<file path="src/rtl/qick_bit2vec.sv">
// qick_bit2vec: gathers up to 16 asynchronous bits into one synchronised vector and
// streams every changed snapshot over valid/ready. Optional timestamp: QICK_BIT2VEC_TSTAMP_EN.
module qick_bit2vec #(
  parameter int OUT_DW      = 16,
  parameter int SYNC_STAGES = 2,
  parameter int CNT_DW      = 16
) (
  input  logic              clk_i,
  input  logic              rst_ni,
  input  logic              en_i,
  input  logic              din0,
  input  logic              din1,
  input  logic              din2,
  input  logic              din3,
  input  logic              din4,
  input  logic              din5,
  input  logic              din6,
  input  logic              din7,
  input  logic              din8,
  input  logic              din9,
  input  logic              din10,
  input  logic              din11,
  input  logic              din12,
  input  logic              din13,
  input  logic              din14,
  input  logic              din15,
  output logic [15:0]       dout_o,
  output logic [15:0]       dout_tdata,
  output logic              dout_tvalid,
  input  logic              dout_tready,
  output logic [CNT_DW-1:0] lost_cnt_o,
  input  logic              clr_lost_i
`ifdef QICK_BIT2VEC_TSTAMP_EN
  ,
  output logic [31:0]       dout_tuser
`endif
);

  localparam logic [15:0] ACT_MASK = 16'hFFFF >> (16 - OUT_DW);

  typedef enum logic {IDLE = 1'b0, VALID = 1'b1} state_t;

  logic [15:0]       din_s;
  logic [15:0]       sync_r [SYNC_STAGES];
  logic [15:0]       sync_s;
  logic [15:0]       prev_r;
  logic              chg_s;
  state_t            state_r, state_n;
  logic              tvalid_r;
  logic [15:0]       tdata_r;
  logic              pend_r, pend_n;
  logic [15:0]       pdata_r;
  logic              load_sync_s, load_pend_s, cap_pend_s, lost_inc_s;
  logic [CNT_DW-1:0] lost_r;

  assign din_s = {din15, din14, din13, din12, din11, din10, din9, din8,
                  din7, din6, din5, din4, din3, din2, din1, din0} & ACT_MASK;

  // synchroniser chain; inactive lanes are masked to constant zero
  always_ff @(posedge clk_i or negedge rst_ni) begin
    if (!rst_ni) begin
      for (int i = 0; i < SYNC_STAGES; i++) sync_r[i] <= 16'h0000;
    end else begin
      sync_r[0] <= din_s;
      for (int i = 1; i < SYNC_STAGES; i++) sync_r[i] <= sync_r[i-1];
    end
  end

  assign sync_s = sync_r[SYNC_STAGES-1];
  assign dout_o = sync_s;

  // prev tracks sync unconditionally so changes seen while disabled are absorbed
  always_ff @(posedge clk_i or negedge rst_ni) begin
    if (!rst_ni) prev_r <= 16'h0000;
    else         prev_r <= sync_s;
  end

  assign chg_s = (sync_s != prev_r) && en_i;

  // FSM state register
  always_ff @(posedge clk_i or negedge rst_ni) begin
    if (!rst_ni) begin
      state_r  <= IDLE;
      tvalid_r <= 1'b0;
    end else begin
      state_r  <= state_n;
      tvalid_r <= (state_n == VALID);
    end
  end

  // next state and datapath steering; newest change always supersedes a pending one
  always_comb begin
    state_n     = state_r;
    pend_n      = pend_r;
    load_sync_s = 1'b0;
    load_pend_s = 1'b0;
    cap_pend_s  = 1'b0;
    lost_inc_s  = 1'b0;
    case (state_r)
      IDLE: begin
        if (chg_s) begin
          load_sync_s = 1'b1;
          state_n     = VALID;
        end else begin
          state_n = IDLE;
        end
      end
      VALID: begin
        if (dout_tready) begin
          if (chg_s) begin
            load_sync_s = 1'b1;
            lost_inc_s  = pend_r;
            pend_n      = 1'b0;
          end else if (pend_r) begin
            load_pend_s = 1'b1;
            pend_n      = 1'b0;
          end else begin
            state_n = IDLE;
          end
        end else begin
          if (chg_s) begin
            cap_pend_s = 1'b1;
            pend_n     = 1'b1;
            lost_inc_s = pend_r;
          end else begin
            pend_n = pend_r;
          end
        end
      end
      default: begin
        state_n = IDLE;
        pend_n  = 1'b0;
      end
    endcase
  end

  // snapshot and pending-slot registers
  always_ff @(posedge clk_i or negedge rst_ni) begin
    if (!rst_ni) begin
      tdata_r <= 16'h0000;
      pdata_r <= 16'h0000;
      pend_r  <= 1'b0;
    end else begin
      pend_r <= pend_n;
      if (load_sync_s)      tdata_r <= sync_s;
      else if (load_pend_s) tdata_r <= pdata_r;
      else                  tdata_r <= tdata_r;
      if (cap_pend_s) pdata_r <= sync_s;
      else            pdata_r <= pdata_r;
    end
  end

  // saturating lost-snapshot counter; clear wins over a same-cycle increment
  always_ff @(posedge clk_i or negedge rst_ni) begin
    if (!rst_ni)                                     lost_r <= {CNT_DW{1'b0}};
    else if (clr_lost_i)                             lost_r <= {CNT_DW{1'b0}};
    else if (lost_inc_s && (lost_r != {CNT_DW{1'b1}})) lost_r <= lost_r + CNT_DW'(1);
    else                                             lost_r <= lost_r;
  end

  assign dout_tvalid = tvalid_r;
  assign dout_tdata  = tdata_r;
  assign lost_cnt_o  = lost_r;

`ifdef QICK_BIT2VEC_TSTAMP_EN
  logic [31:0] ts_r, tuser_r, puser_r;

  // free-running timestamp; each slot carries the stamp of the cycle its change was detected
  always_ff @(posedge clk_i or negedge rst_ni) begin
    if (!rst_ni) begin
      ts_r    <= 32'h0000_0000;
      tuser_r <= 32'h0000_0000;
      puser_r <= 32'h0000_0000;
    end else begin
      ts_r <= ts_r + 32'd1;
      if (load_sync_s)      tuser_r <= ts_r;
      else if (load_pend_s) tuser_r <= puser_r;
      else                  tuser_r <= tuser_r;
      if (cap_pend_s) puser_r <= ts_r;
      else            puser_r <= puser_r;
    end
  end

  assign dout_tuser = tuser_r;
`endif

endmodule

</file>
<file path="config.mk">
export PLATFORM = sky130hd
export DESIGN_NAME = qick_bit2vec
export DESIGN_NICKNAME = d
export VERILOG_FILES = /design/src/rtl/qick_bit2vec.sv
export SDC_FILE = /design/constraint.sdc
export NUM_CORES = 1
export LEC_CHECK = 0
export CAP_MARGIN = 10
export CORE_MARGIN = 5
export CORE_UTILIZATION = 50
export DETAILED_ROUTE_END_ITERATION = 8
export PLACE_DENSITY_LB_ADDON = 0.2
export SLEW_MARGIN = 20
export SYNTH_ARGS = -nofsm -noshare
export SYNTH_HDL_FRONTEND = slang
export SYNTH_SLANG_ARGS = --single-unit
</file>
<file path="constraint.sdc">
create_clock -name clk_i -period 6.4 [get_ports clk_i]
set_input_delay 1.28 -clock clk_i [delete_from_list [all_inputs] [get_ports clk_i]]
set_output_delay 1.28 -clock clk_i [all_outputs]
set_load 0.1 [all_outputs]
</file>
# Word level (Yosys, flattened, before mapping)
# Cells that the tools add are included.
[totals] mem_bits_ro=0 output_inout_bits=49 regBits=98 wordCells=38 n_memories=0 mem_bits_rw=0 latch_bits=0
[classes] order_cmp=0 n_div=0 eq_ne=2 n_addsub=1 shift=0 bitwise=1 mul=0 n_reduce_logical=6 muxes=20
[ops] operator="16-bit 2-to-1 mux" count=4
[ops] operator="16-bit by 1-bit adder with 16-bit output (second input constant)" count=1
[ops] operator="16-bit inequality test" count=1
[ops] operator="16-bit inequality test (second input constant)" count=1
[ops] operator="1-bit 2-to-1 mux" count=14
[ops] operator="2-bit nonzero test" count=3
[ops] operator="1-bit one-hot mux with 2 select lines" count=2
[ops] operator="1-bit logical AND" count=2
[ops] operator="2-bit AND reduction" count=1
[ops] operator="1-bit NOT" count=1

# Depth between registers and ports, before layout
[logic_depth] depth_word=7 mapped_depth=7 mapped_depth_nobuf=6

# Worst setup path before layout
# Ideal clock, no wire load.
[synth_path] path_kind="register to register" start="reg lost_r[0] (netlist: lost_cnt_o[0])" end="reg lost_r[0] (netlist: lost_cnt_o[0])" setup_slack_ns=3.683 t_arrival_ns=2.592 stages_incl_launch_ff=8 path_buffers=1 required_time_ns=6.275 setup_ns=0.125 synth_period_minus_slack_ns=2.717 path_cell_list="dfrtp_1 ha_1 nand3_1 or4_1 clkbuf_1 nand3_1 nor2_1 mux2_2"
[synth_via] elab_chain_cells=3
[synth_rtl] item="start: declaration" line_no="54" rtl="logic [CNT_DW-1:0] lost_r;"
[synth_rtl] item="start signal: assignment" line_no="155" rtl="if (!rst_ni) lost_r <= {CNT_DW{1'b0}};"
[synth_rtl] item="start signal: assignment" line_no="156" rtl="else if (clr_lost_i) lost_r <= {CNT_DW{1'b0}};"
[synth_rtl] item="start signal: assignment" line_no="157" rtl="else if (lost_inc_s && (lost_r != {CNT_DW{1'b1}})) lost_r <= lost_r + CNT_DW'(1);"
[synth_rtl] item="16-bit by 1-bit adder with 16-bit output / 16-bit inequality test (equally long branches)" line_no="157"
[synth_rtl] item="16-bit 2-to-1 mux / 1-bit logical AND (equally long branches)" line_no="157"
[synth_rtl] item="16-bit 2-to-1 mux / 2-bit nonzero test (equally long branches)"
# Parallel ways exist; a longest one is shown, timed or not. The select of a mux whose other input is x is not followed.
# A chain may end at the register's enable or synchronous reset.

# Final worst setup path
[layout_path] start="reg tvalid_r (netlist: dout_tvalid)" end="out dout_tvalid"
[layout_rtl] item="start: declaration" line_no="49" rtl="logic tvalid_r;"
[layout_rtl] item="start signal: assignment" line_no="87" rtl="tvalid_r <= (state_n == VALID);"
[layout_rtl] item="end: declaration" line_no="29" rtl="output logic dout_tvalid,"
# No word-level cell between the ends.

==> results_dict.tcl <==
set metrics [dict create \
    status "finished, final reports clean" \
    diodes 0 \
    report.final.slew_viol_count 0 \
    chipHeight_um 98.2 \
    antenna_found_initial 0 \
    finalWirelength_um 7470 \
    final_common_cell "dfrtp_1" \
    grt_pass1_wl_um 12500 \
    drive_gt1_share_pct 12.5 \
    grt_max_degree 53 \
    critPathKind "flop to output pin" \
    setup_viol 0 \
    crit_buf_inv 1 \
    start_util_pct 50.8 \
    rsz0062_at_grt "false" \
    cap_viol_max_count 0 \
    viasPerCell 5.40 \
    cts-htree-levels 3 \
    crit_end "dout_tvalid" \
    crit_required_ns 5.12 \
    gp_congestion 0.814 \
    clock-root-buffer "clkbuf_8" \
    fin_area_um2 4730 \
    fin_setup_tns_ns 0 \
    period_minus_slack_ns 3.38 \
    cts.sinks 98 \
    grtUsageTotal_pct 16.4 \
    skew_ns 0.00787 \
    synth_nets 308 \
    drc_errors 0 \
    postCtsResizedCells 0 \
    fp-row-count 32 \
    rrSetupSlack_ns 3.83 \
    die_w_um 98.2 \
    vias 2408 \
    layout_common_cells "dfrtp_1 (98), clkdlybuf4s50_1 (68), and3_1 (19)" \
    power_density_nw_per_um2 314 \
    syn_to_final_growth_pct 21.8 \
    p_leak_nw 2.01 \
    reg2reg_depth 6 \
    syn_area_per_cell_um2 13.6 \
    cpLargestDelayFamily "buffers and inverters" \
    cts_buffers 9 \
    worstSkewPairLatency_ns 0.36 \
    ys_warn_count 0 \
    rr_endpoint "dout_tdata[2]" \
    clk_pin_slew_worst_paths_ns 0.09 \
    syn_area_um2 3890 \
    synth-seq-cells 98 \
    cts_max_path_buffers 2 \
    syn-instance-count 286 \
    synth.distinct_cells 36 \
    grt_pass1_vias 2438 \
    cp_max_fo 10 \
    max_slew_margin_pct 33.2 \
    ant_nets 0 \
    grt_remaining_overflow 0 \
    max_freq_mhz 296 \
    crit_cells 1 \
    reg2reg_from "dout_o[10]" \
    routedWlPerCell_um 16.8 \
    fin_nets 361 \
    core_region_area_um2 7650 \
    ctsHoldBuffers 0 \
    dieArea_um2 9640 \
    drt-pass1-iter-count 4 \
    post-cts-setup-buffers 0 \
    synth_top_cells_by_area "dfrtp_1 (63%), a221o_1 (4.1%), mux2_4 (3.9%)" \
    worst_setup_path_start_kind "flop" \
    yosysSeqAreaShare_pct 63.1 \
    hold_viol_final 0 \
    slowest_stage "clkdlybuf4s50_1" \
    hold_class "flop to flop" \
    ir_worst_vdd_mv 0.204 \
    critPathMaxStageDelay_ns 1.20 \
    hold_depth 0 \
    drtIter0Drc 142 \
    startpoint "dout_tvalid" \
    synth_area_leader_cell "dfrtp_1" \
    placed_area_um2 4520 \
    io_buffers 69 \
    ys.flop_type "dfrtp_1" \
    path_cells "clkdlybuf4s50_1" \
    synth_edf_count 0 \
    fin_crit_sh_pct 52.8 \
    synth-async-reset-ratio_pct 100 \
    num_io_pins 70 \
    dp_hpwl_um 5100 \
    cp.arrival_ns 2.10 \
    synth_top_cell_area_share_pct 63.1 \
    cts_tree "built" \
    worstMarginPinSlew_ns 0.999 \
    cp-end-kind "output pin" \
]
## power by group
part	switching, mW	internal (mW)
Sequential	0.0390	0.676
Clock	0.220	0.189
Combinational	0.255	0.107
## sequential cells by signal (all words and copies together) (netlist names)
name,cells
dout_tdata,16
prev_r,16
sync_r,16
pdata_r,16
lost_cnt_o,16
pend_r,1
dout_tvalid,1
dout_o,16
## worst register-to-register path: cells and delay by family (launching register included)
kind	cells	cell delay, ns
compound gates	3	1.18
xor+xnor	1	0.20
buf+inv	1	0.43
flops	1	0.45
simple gates	1	0.20
## Yosys cell counts (2+ instances only)
| cell | n |
|---|---|
| or4_1 | 6 |
| nand2_1 | 6 |
| inv_1 | 2 |
| buf_6 | 3 |
| o31a_1 | 2 |
| nor2b_1 | 3 |
| buf_4 | 17 |
| mux2_2 | 9 |
| nand4_1 | 13 |
| nor3_1 | 2 |
| a21oi_1 | 13 |
| o31ai_1 | 5 |
| and3_1 | 19 |
| xnor2_1 | 16 |
| nand2b_1 | 2 |
| o21ai_0 | 6 |
| mux2_4 | 10 |
| or3_1 | 5 |
| a221o_1 | 16 |
| nand3_1 | 5 |
| dfrtp_1 | 98 |
| nor4_1 | 2 |
| clkbuf_1 | 8 |
| nor2_1 | 6 |
## routing by layer
layer	GRT usage, %	up-vias	share of wire (%)	wire, um
li1	-	1138	-	-
met4	5.36	0	1.4	106
met3	4.64	8	4.9	364
met1	23.0	1204	47	3510
met2	24.9	58	47	3500
met5	0	-	0	0
## stage by stage
step	setup slack (ns)	hold WS [ns]	cells	util, %	total power [mW]
2_1_floorplan	3.68	0.331	286	-	0.996
3_3_place_gp	3.15	0.331	430	59.2	1.09
3_5_place_dp	3.09	0.335	430	59.2	1.09
4_1_cts	2.99	0.357	446	61.9	1.50
5_1_grt	2.93	0.360	446	61.9	1.55
6_report	3.02	0.353	446	61.9	1.49
## how the worst min path moves through the flow
stage | endpoint | start | slack (ns)
after detailed placement | dout_o[3] | sync_r[19] | 0.33
after global routing | dout_o[14] | sync_r[30] | 0.36
after global placement | dout_o[12] | sync_r[28] | 0.33
final | dout_o[14] | sync_r[30] | 0.35
after floorplan | dout_o[0] | sync_r[16] | 0.33
after CTS | dout_o[3] | sync_r[19] | 0.36
## logic make-up (layout without fill, tap and decap cells)
family,Yosys count,count (layout),share of synthesized area [%]
adder cells (fa/ha/maj),1,1,0.322
buffers and inverters,32,90,5.34
XOR/XNOR,16,16,3.61
flip-flops,98,98,63.1
AND/OR/NAND/NOR,72,72,11.0
AO/OA/AOI/OAI,47,47,9.92
multiplexers,20,20,6.73
## area by class of cell
cell class | count | area [um2]
fill | 591 | 2910
sequential | 98 | 2450
multi-input combinational | 156 | 1230
timing repair buffer | 72 | 711
tap | 102 | 128
clock buffer | 9 | 124
clock inverter | 7 | 86.3
inverter | 2 | 7.51
Note: power is estimated with default switching activity, not from simulation.
